$ cat src/rtl/rvc_asap_mem_arb.sv
// rvc_asap_mem_arb
// Arbiter and sequencer for one shared single-port, synchronous-read memory.
// Three requesters share the memory: the external loader/debug port (E), the
// core data port (D) and the core instruction fetch port (F). At most one
// access is issued per cycle, granted combinationally by priority E > D > F.
// E is limited to MAX_EXT_BURST consecutive grants while D or F waits.
//
// Ports (X = E, D, F):
//   Clock          single clock, rising edge
//   Rst            asynchronous active-high reset
//   ReqX           access request, held with stable qualifiers until GntX
//   AddrX          byte address
//   WrEnX          1 = write, 0 = read
//   ByteEnX        unshifted lane mask (0001 byte, 0011 half, 1111 word)
//   WrDataX        unshifted write data
//   GntX           request accepted this cycle (combinational)
//   RdValidX       RdData holds this requester's read result
//   RdData         shared read-return bus, right-aligned and zero-filled
//   MemEn          memory access strobe
//   MemWrEn        memory write
//   MemAddr        memory word address
//   MemByteEn      lane mask shifted to the byte offset
//   MemWrData      write data shifted to the byte offset
//   MemRdData      memory read data, valid the cycle after a read strobe

module rvc_asap_mem_arb #(
    parameter int MEM_ADDR_W    = 12,
    parameter int MAX_EXT_BURST = 4
) (
    input  logic                  Clock,
    input  logic                  Rst,

    input  logic                  ReqE,
    input  logic [31:0]           AddrE,
    input  logic                  WrEnE,
    input  logic [3:0]            ByteEnE,
    input  logic [31:0]           WrDataE,
    output logic                  GntE,
    output logic                  RdValidE,

    input  logic                  ReqD,
    input  logic [31:0]           AddrD,
    input  logic                  WrEnD,
    input  logic [3:0]            ByteEnD,
    input  logic [31:0]           WrDataD,
    output logic                  GntD,
    output logic                  RdValidD,

    input  logic                  ReqF,
    input  logic [31:0]           AddrF,
    input  logic                  WrEnF,
    input  logic [3:0]            ByteEnF,
    input  logic [31:0]           WrDataF,
    output logic                  GntF,
    output logic                  RdValidF,

    output logic [31:0]           RdData,

    output logic                  MemEn,
    output logic                  MemWrEn,
    output logic [MEM_ADDR_W-1:0] MemAddr,
    output logic [3:0]            MemByteEn,
    output logic [31:0]           MemWrData,
    input  logic [31:0]           MemRdData
);

    localparam int CNT_W = $clog2(MAX_EXT_BURST + 1);

    typedef enum logic [1:0] {
        OWN_NONE,
        OWN_E,
        OWN_D,
        OWN_F
    } owner_t;

    logic [CNT_W-1:0] ext_cnt;
    owner_t           rd_owner;
    logic [1:0]       rd_off;

    logic             ext_limit;
    logic             ext_masked;

    logic [31:0]      sel_addr;
    logic             sel_wr;
    logic [3:0]       sel_be;
    logic [31:0]      sel_wd;
    logic             addr_hi_unused;

    // E loses its top priority for one cycle once it has used up its burst
    // allowance and somebody else is waiting.
    assign ext_limit  = (ext_cnt == CNT_W'(MAX_EXT_BURST));
    assign ext_masked = ext_limit & (ReqD | ReqF);

    assign GntE = ~Rst & ReqE & ~ext_masked;
    assign GntD = ~Rst & ReqD & ~GntE;
    assign GntF = ~Rst & ReqF & ~GntE & ~ReqD;

    // Qualifier mux; F is the fall-through so no grant still yields defined
    // values on the memory bus.
    always_comb begin
        sel_addr = AddrF;
        sel_wr   = WrEnF;
        sel_be   = ByteEnF;
        sel_wd   = WrDataF;
        if (GntE) begin
            sel_addr = AddrE;
            sel_wr   = WrEnE;
            sel_be   = ByteEnE;
            sel_wd   = WrDataE;
        end else if (GntD) begin
            sel_addr = AddrD;
            sel_wr   = WrEnD;
            sel_be   = ByteEnD;
            sel_wd   = WrDataD;
        end
    end

    // Lanes shifted beyond the word boundary are simply dropped; address bits
    // above the memory size are ignored so accesses wrap.
    assign MemEn     = GntE | GntD | GntF;
    assign MemWrEn   = MemEn & sel_wr;
    assign MemAddr   = sel_addr[MEM_ADDR_W+1:2];
    assign MemByteEn = sel_be << sel_addr[1:0];
    assign MemWrData = sel_wd << {sel_addr[1:0], 3'b000};

    assign addr_hi_unused = ^sel_addr[31:MEM_ADDR_W+2];

    // Burst counter: counts consecutive E grants, saturating at the limit,
    // and restarts whenever a cycle passes without an E grant.
    always_ff @(posedge Clock or posedge Rst) begin
        if (Rst) begin
            ext_cnt <= '0;
        end else if (GntE) begin
            if (!ext_limit) begin
                ext_cnt <= ext_cnt + CNT_W'(1);
            end
        end else begin
            ext_cnt <= '0;
        end
    end

    // Read-return tracking: remember who issued this cycle's read and its
    // byte offset so the data coming back next cycle can be steered and
    // right-aligned. Writes and idle cycles leave no owner.
    always_ff @(posedge Clock or posedge Rst) begin
        if (Rst) begin
            rd_owner <= OWN_NONE;
            rd_off   <= 2'b00;
        end else begin
            if (GntE && !WrEnE) begin
                rd_owner <= OWN_E;
            end else if (GntD && !WrEnD) begin
                rd_owner <= OWN_D;
            end else if (GntF && !WrEnF) begin
                rd_owner <= OWN_F;
            end else begin
                rd_owner <= OWN_NONE;
            end
            if (MemEn && !sel_wr) begin
                rd_off <= sel_addr[1:0];
            end
        end
    end

    assign RdValidE = (rd_owner == OWN_E);
    assign RdValidD = (rd_owner == OWN_D);
    assign RdValidF = (rd_owner == OWN_F);

    assign RdData = MemRdData >> {rd_off, 3'b000};

endmodule

$ cat config.mk
export PLATFORM = sky130hd
export DESIGN_NAME = rvc_asap_mem_arb
export DESIGN_NICKNAME = d
export VERILOG_FILES = /design/src/rtl/rvc_asap_mem_arb.sv
export SDC_FILE = /design/constraint.sdc
export NUM_CORES = 1
export LEC_CHECK = 0
export BUFFER_PORTS_ARGS = -buffer_cell sky130_fd_sc_hd__buf_4
export CORE_AREA = 5 5 127 129
export CTS_BUF_LIST = sky130_fd_sc_hd__clkbuf_4 sky130_fd_sc_hd__clkbuf_8
export CTS_CLUSTER_SIZE = 40
export DETAILED_ROUTE_END_ITERATION = 16
export DIE_AREA = 0 0 132 134
export GPL_TIMING_DRIVEN = 0
export HOLD_SLACK_MARGIN = 0.15
export PLACE_DENSITY_LB_ADDON = 0.1
export REMOVE_ABC_BUFFERS = 1
export SLEW_MARGIN = 20
export SYNTH_ARGS = -nofsm -noshare
export SYNTH_HDL_FRONTEND = slang
export SYNTH_SLANG_ARGS = --single-unit
$ cat constraint.sdc
create_clock -name Clock -period 3.4 [get_ports Clock]
set_input_delay 0.34 -clock Clock [delete_from_list [all_inputs] [get_ports Clock]]
set_output_delay 0.34 -clock Clock [all_outputs]
set_load 0.005 [all_outputs]
* Yosys cells after proc, flatten, opt, wreduce, memory -nomap -nowiden
Cells that the tools add are included.
** Word-level totals
- Register bits :: 7
- Input port bits :: 244
- Output and inout bits :: 88
- Word-level logic and storage cells :: 49
** Cells by class
- $add $sub $neg :: 1
- Equality and inequality tests :: 5
- Shift operators :: 3
- Multiplexer cells :: 13
- Bitwise gates (word level) :: 16
- Reduce and logical (&&, ||, !) cells :: 8
** Operators by type and width (number)
- two-way mux 32 bit :: 2
- left shift 32 x 5 -> 32 bit :: 1
- right shift 32 x 5 -> 32 bit :: 1
- two-way mux 14 bit :: 2
- AND 1 bit :: 9
- two-way mux 4 bit :: 2
- two-way mux 2 bit :: 3
- two-way mux 3 bit :: 2
- equality test 2 bit, second input constant :: 2
- logical AND 1 bit :: 4
- logical NOT 1 bit :: 4
- NOT 1 bit :: 4
- left shift 4 x 2 -> 4 bit :: 1
- adder 3 x 1 -> 3 bit, second input constant :: 1
- equality test 3 bit, second input constant :: 1
- bitwise OR 1 bit :: 3
- equality test 2 x 1 -> 1 bit, second input constant :: 1
- two-way mux 1 bit :: 2
- != test 2 bit, second input constant :: 1

* Depth between registers and ports, before layout
Gate-level depths: netlist of the first run.
- Depth in word-level cells :: 11
- Gate-level depth with buffers :: 10
- Gate-level depth less buffers :: 8

* Least setup slack after synthesis of the first run
OpenSTA, ideal clock, no wires.
- Path kind :: register to output
- Start point :: register ext_cnt[0]
- End point :: output MemWrData[16]
- Arrival :: 1.838 ns
- Required time :: 3.060 ns
- Path slack :: 1.222 ns
- Cell stages (with the launch flop) :: 10
- Buffers on the path :: 2
- Path through :: dfrtp_1 inv_1 ha_1 o211ai_2 nand3_4 mux2_2 buf_6 buf_6 mux2i_1 a21oi_1
** On the way
- Word-level cells in the longest chain between the ends :: 9
- Elaborated cells on any way between the ends :: 11
- Those cells by class :: eq/ne: 1; shift: 1; mux: 4; bitwise: 5
** RTL lines
- start, declared :: line 76 : logic [CNT_W-1:0] ext_cnt;
- start signal, assigned :: line 135 : ext_cnt <= ext_cnt + CNT_W'(1);
- equality test 3 bit * :: line 91 : assign ext_limit = (ext_cnt == CNT_W'(MAX_EXT_BURST));
- AND 1 bit * :: line 92 : assign ext_masked = ext_limit & (ReqD | ReqF);
- NOT 1 bit * :: line 94 : assign GntE = ~Rst & ReqE & ~ext_masked;
- AND 1 bit * :: line 94
- NOT 1 bit :: line 95 : assign GntD = ~Rst & ReqD & ~GntE;
- AND 1 bit :: line 95
- two-way mux 32 bit or two-way mux 14 bit (tied branches) :: line 110 : end else if (GntD) begin
- two-way mux 32 bit or two-way mux 14 bit (tied branches) :: line 105 : if (GntE) begin
- left shift 32 x 5 -> 32 bit * :: line 124 : assign MemWrData = sel_wd << {sel_addr[1:0], 3'b000};
- end, declared :: line 63 : output logic [31:0] MemWrData,
Mark *: on every way between the ends. The rest lies on a longest branch, timed or not.

* Worst setup path after layout of the first run
- Start point :: register ext_cnt[0]
- End point :: output MemWrData[20]
The elaborated chain is that of the path after synthesis.

==> impl_metrics.env, run 1 <==
export IMPL_grt_pass1_wl_microns=20300
export IMPL_worst_slew_pin_slew_ps=726
export IMPL_fin_nets=847
export IMPL_slew_headroom_pct=51.6
export IMPL_ant_nets=0
export IMPL_place_area_sq_mm=0.00491
export IMPL_drc=0
export IMPL_setup_violations=0
export IMPL_final_core_util_pct=33.6
export IMPL_wl_per_cell_microns=17.0
export IMPL_synth_top_cell_by_area="mux2_2"
export IMPL_synth_edf_count=0
export IMPL_ys_types=30
export IMPL_stdcell_area_sq_mm=0.00501
export IMPL_clock_sinks=7
export IMPL_power_leakage_nw=2.56
export IMPL_power_density_mw_per_mm2=249
export IMPL_htreeDepth=1
export IMPL_syn_inst=356
export IMPL_grt_start_max_net_pins=37
export IMPL_arrival_ps=2790
export IMPL_synth_top_cell_area_share_pct=30.2
export IMPL_drt_pass1_iter_count=4
export IMPL_clk_path_buf_depth=2
export IMPL_finalCritPeriodShare_pct=92.0
export IMPL_die_area_sq_mm=0.0177
export IMPL_synthTopCellsByArea="mux2_2 30%, mux2i_1 20%, dfrtp_1 6.3%"
export IMPL_layout_setup_ws_ps=271
export IMPL_wl_microns=13400
export IMPL_grt_setup_unrepaired="false"
export IMPL_numCtsBuffers=3
export IMPL_drive_gt1_share_pct=62.0
export IMPL_vias_per_cell=4.50
export IMPL_status="completed"
export IMPL_critPathRequiredTime_ps=3060
export IMPL_fp_row_count=45
export IMPL_final_common_cell="buf_4"
export IMPL_cts_root_buf="clkbuf_8"
export IMPL_hold_path_class="primary input to flip-flop"
export IMPL_hold_viol=0
export IMPL_fin_crit_ps=3130
export IMPL_final_cell_mix="277 x buf_4, 74 x mux2_2, 56 x mux2i_1"
export IMPL_pre_cts_slack_ps=-321
export IMPL_place_congestion=0.773
export IMPL_numPortBuffers=277
export IMPL_cts_tree="done"
export IMPL_antenna_cells=0
export IMPL_ys_ff_latch=7
export IMPL_synth_area_per_cell_sq_um=7.85
export IMPL_design_power_total_mw=1.25
export IMPL_dp_hpwl_microns=10700
export IMPL_max_freq_mhz=320
export IMPL_gr_total_overflow=0
export IMPL_finalNonFillerCells=788
export IMPL_pin_count=332
export IMPL_die_w_microns=132
export IMPL_synth_flop_cell="dfrtp_1"
export IMPL_skew_ps=6.49
export IMPL_grt_usage_pct=14.1
export IMPL_worstSetupEndpointType="output port"
export IMPL_start_util_pct=18.7
export IMPL_dpl_cell_count=781
export IMPL_ys_seq_area_share_pct=6.27
export IMPL_worstSkewPairLatency_ps=230
export IMPL_area_delta_synth_final_pct=79.4
export IMPL_netlist_area_sq_mm=0.00279
export IMPL_critPathMaxFanout=36
export IMPL_vias=3545
export IMPL_clk_pin_slew_ps=40
export IMPL_antenna_found_initial=2
export IMPL_path_class="flip-flop to output port"
export IMPL_grt_pass1_vias=3744
export IMPL_die_y_microns=134
export IMPL_detail_route_iter0_violations=73
export IMPL_drv_slew=0
export IMPL_drv_cap=0
export IMPL_synth_async_sr_flop_share_pct=100
export IMPL_worst_setup_path_start_kind="flip-flop"
export IMPL_ys_warn_count=0
export IMPL_coreArea_sq_mm=0.0149
export IMPL_ir_drop_v=0.000126
[layout make-up]
class	count	area, sq um
well taps	188	235
flip-flops and latches	7	178
fillers	1631	9910
clock buffers	4	48.8
repair inverters	1	5.00
inverters	6	26.3
multi-input cells	302	2390
repair buffers	280	2120
[worst paths after layout]
check | from | cells past startpoint | slack, ps | endpoint
min in group asynchronous | Rst | 3 | 810 | ext_cnt[2]
hold / removal | WrEnF | 2 | 310 | rd_owner[0]
setup / recovery | ext_cnt[0] | 8 | 270 | MemWrData[20]
setup reg to reg | ext_cnt[0] | 8 | 870 | rd_off[1]
max in group asynchronous | Rst | 3 | 2320 | rd_off[1]
hold reg to reg | ext_cnt[1] | 2 | 570 | ext_cnt[1]
[critical path: stages, from the launching register on]
cell and delay [ps]:
dfrtp_1 380, inv_1 60, ha_1 240, o211ai_2 160
nand3_4 450, mux2_8 600, mux2i_1 330, o21ai_0 130
buf_4 160
[through the flow]
step | setup TNS [ps] | hold slack (ps)
after floorplan | -22680 | 173
after global placement | -79500 | 342
after detailed placement | -2680 | 350
after CTS | 0 | 306
after global routing | 0 | 321
final | 0 | 313
[cell usage after synthesis (all sizes together) (6+ instances only)]
| library cell | n |
|---|---|
| mux2i | 57 |
| and2 | 10 |
| nor2b | 11 |
| buf | 32 |
| inv | 6 |
| nor2 | 15 |
| clkbuf | 10 |
| and3 | 9 |
| o21ai | 28 |
| nand2 | 42 |
| mux2 | 79 |
| a211oi | 8 |
| nand3 | 11 |
| a21oi | 20 |
| dfrtp | 7 |
[sequential cells by signal, indices dropped and copies added, names as in the netlist]
signal	cells
rd_owner	2
rd_off	2
ext_cnt	3
[per-layer routing]
layer	wire length (microns)	global-route usage [%]	part of all wire (%)	up-vias
met1	4890	14.8	36	1602
met4	115	2.46	0.86	4
li1	-	-	-	1753
met3	1430	5.55	11	10
met5	40	0	0.30	-
met2	6950	26.7	52	176
[logic make-up (layout without fill, tap and decap cells)]
logic type | after synthesis | count (layout) | share of synthesized area [%]
flops | 7 | 7 | 6.27
xor+xnor | 1 | 1 | 0.314
buf+inv | 48 | 291 | 10.0
fa+ha+maj | 2 | 2 | 0.896
mux | 136 | 136 | 52.7
compound gates | 60 | 60 | 12.0
simple gates | 102 | 103 | 17.9
[where the power goes]
group | internal, mW | switching [mW] | total (mW) | leakage, nW
Clock | 0.0890 | 0.0360 | 0.125 | 0.0262
Combinational | 0.577 | 0.377 | 0.955 | 2.45
Sequential | 0.0922 | 0.0744 | 0.167 | 0.0891
[timing repair]
item	in CTS	in global routing
endpoints found under the hold margin	7	0
hold buffers	1	0
cloned	2	0
resized for setup	4	1
setup buffers	0	0
setup endpoints to repair	29	1
pin swaps	1	0
Power figures use the tool's default switching activity.
==> run 2: changes to the inputs <==
Settings changed: CELL_PAD_IN_SITES_DETAIL_PLACEMENT set to 0, CELL_PAD_IN_SITES_GLOBAL_PLACEMENT set to 1.
==> run 2 against run 1 <==
Net effect: cell count grew 0.25%; sequential share of layout area barely moved; sequential power barely moved; critical path depth unchanged; wire length shrank 2.2%; power shrank 0.12%; final area is 0.22% higher; register-to-register slack improved by 20 ps; combinational power rose by 0.4%; die area unchanged; critical endpoint is now MemByteEn[2]; highest routed layer is now met4.
==> impl_metrics.env, run 2 (synthesis results as in run 1) <==
export IMPL_final_core_util_pct=33.7
export IMPL_p_int_mw=0.759
export IMPL_slew_headroom_pct=51.8
export IMPL_place_area_sq_mm=0.00492
export IMPL_numCtsBuffers=3
export IMPL_fin_crit_ps=3150
export IMPL_final_cell_mix="279 x buf_4, 74 x mux2_2, 56 x mux2i_1"
export IMPL_numPortBuffers=277
export IMPL_power_density_mw_per_mm2=248
export IMPL_grt_start_max_net_pins=50
export IMPL_area_delta_synth_final_pct=79.8
export IMPL_clk_pin_slew_ps=40
export IMPL_detail_route_iter0_violations=81
export IMPL_drive_gt1_share_pct=62.1
export IMPL_fin_nets=849
export IMPL_drv_cap=0
export IMPL_cts_tree="done"
export IMPL_place_congestion=0.741
export IMPL_status="completed"
export IMPL_fp_row_count=45
export IMPL_whs_ps=314
export IMPL_gr_total_overflow=0
export IMPL_coreArea_sq_mm=0.0149
export IMPL_seqPwrFrac_pct=13.3
export IMPL_p_switching_mw=0.485
export IMPL_ir_drop_v=0.000123
export IMPL_stdcell_area_sq_mm=0.00502
export IMPL_drv_slew=0
export IMPL_antenna_found_initial=0
export IMPL_critPathSlowestCell="mux2_4"
export IMPL_worstSkewPairLatency_ps=220
export IMPL_ant_nets=0
export IMPL_arrival_ps=2810
export IMPL_drc=0
export IMPL_die_y_microns=134
export IMPL_slowest_delay_ps=640
export IMPL_pin_count=332
export IMPL_antenna_cells=0
export IMPL_vias=3471
export IMPL_cts_root_buf="clkbuf_8"
export IMPL_start_util_pct=18.7
export IMPL_critPathRequiredTime_ps=3060
export IMPL_htreeDepth=1
export IMPL_worst_slew_pin_slew_ps=723
export IMPL_clk_path_buf_depth=2
export IMPL_cp_num_buf_inv=2
export IMPL_cp_top_family="multiplexers"
export IMPL_hold_path_class="primary input to flip-flop"
export IMPL_drt_pass1_iter_count=4
export IMPL_hold_viol=0
export IMPL_critPathMaxFanout=36
export IMPL_grt_usage_pct=13.2
export IMPL_swShare_pct=39.0
export IMPL_vias_per_cell=4.39
export IMPL_path_cells="inv_1 -> ha_1 -> o211ai_2 -> nand3_4 -> mux2_4 -> mux2i_1 -> o21ai_0 -> buf_4"
export IMPL_die_w_microns=132
export IMPL_layout_setup_ws_ps=250
export IMPL_grt_pass1_vias=3611
export IMPL_die_area_sq_mm=0.0177
export IMPL_clock_sinks=7
export IMPL_worst_setup_path_start_kind="flip-flop"
export IMPL_finalCritPeriodShare_pct=92.7
export IMPL_worstSetupEndpointType="output port"
export IMPL_max_freq_mhz=317
export IMPL_largestRegisters="ext_cnt x3, rd_off x2, rd_owner x2"
export IMPL_path_class="flip-flop to output port"
export IMPL_largest_register_ffs=3
export IMPL_largest_register="ext_cnt"
export IMPL_pwr_share_clk_pct=9.6
export IMPL_dp_hpwl_microns=10400
export IMPL_pre_cts_slack_ps=-542
export IMPL_nFillCells=1608
export IMPL_setup_violations=0
export IMPL_grt_setup_unrepaired="false"
export IMPL_grt_pass1_wl_microns=19500
export IMPL_final_common_cell="buf_4"
export IMPL_wl_microns=13100
export IMPL_combPwrFrac_pct=77.0
export IMPL_wl_per_cell_microns=16.6
export IMPL_power_leakage_nw=2.57
export IMPL_skew_ps=2.77
## run 2: cell types whose count changed in the layout (fill, tap and decap cells not counted)
| cell | change |
|---|---|
| buf_12 | -1 |
| mux2_4 | +1 |
| buf_16 | +1 |
| buf_4 | +2 |
| mux2_8 | -1 |
## run 2: per-layer routing
metal / track usage [%] / part of all wire, % / wire (microns) / vias to the layer above
li1: - / - / - / 1755
met4: 1.09 / 0.37 / 48 / 0
met5: 0 / 0 / 0 / -
met3: 4.46 / 9.9 / 1310 / 2
met1: 15.1 / 39 / 5160 / 1547
met2: 24.8 / 50 / 6610 / 167
## run 2: timing repair
item | in CTS | in global routing
endpoints found under the setup margin | 33 | 33
hold buffers | 1 | 0
endpoints found under the hold margin | 7 | 0
pin swaps | 1 | 1
setup buffers | 1 | 1
gates resized for setup | 4 | 0
gates cloned | 1 | 1
## run 2: path summary, 6_finish.rpt
path | from | end | slack (ps) | cells after the start
worst max-delay path | ext_cnt[0] | MemByteEn[2] | 250 | 8
worst min-delay path | WrEnF | rd_owner[1] | 310 | 2
worst max register to register | ext_cnt[0] | rd_owner[1] | 890 | 6
worst min register to register | ext_cnt[1] | ext_cnt[1] | 560 | 2
max in group asynchronous | Rst | rd_off[1] | 2370 | 3
min in group asynchronous | Rst | ext_cnt[0] | 780 | 3
## run 2: worst register-to-register path, stage by stage (launching register included)
cell and delay, ps:
dfrtp_1 390, inv_1 70, ha_1 220, o211ai_2 190, nand3_4 420, clkinvlp_2 680, o32ai_1 440
## run 2: power groups by stage
stage	Sequential (mW)	Combinational, mW	Clock (mW)
3_3_place_gp	0.164	0.972	0
2_1_floorplan	0.144	0.418	0
6_report	0.166	0.959	0.120
4_1_cts	0.165	0.975	0.123
5_1_grt	0.172	1.05	0.129
3_5_place_dp	0.165	0.963	0
## run 2: cell type report
cell class | count | area [sq um] | area share (%)
Timing Repair Buffer | 282 | 2150 | 42.7
Multi-Input combinational cell | 302 | 2380 | 47.4
Timing Repair inverter | 1 | 5.00 | 0.0996
Tap cell | 188 | 235 | 4.68
Inverter | 6 | 26.3 | 0.523
Clock buffer | 4 | 48.8 | 0.971
Sequential cell | 7 | 178 | 3.54
## run 2: stage by stage
step	total power [mW]	setup TNS (ps)	std cells
after floorplan	0.562	-22680	314
after detailed placement	1.13	-4210	781
final	1.24	0	790
after global routing	1.35	0	790
after global placement	1.14	-81580	779
after CTS	1.26	0	788
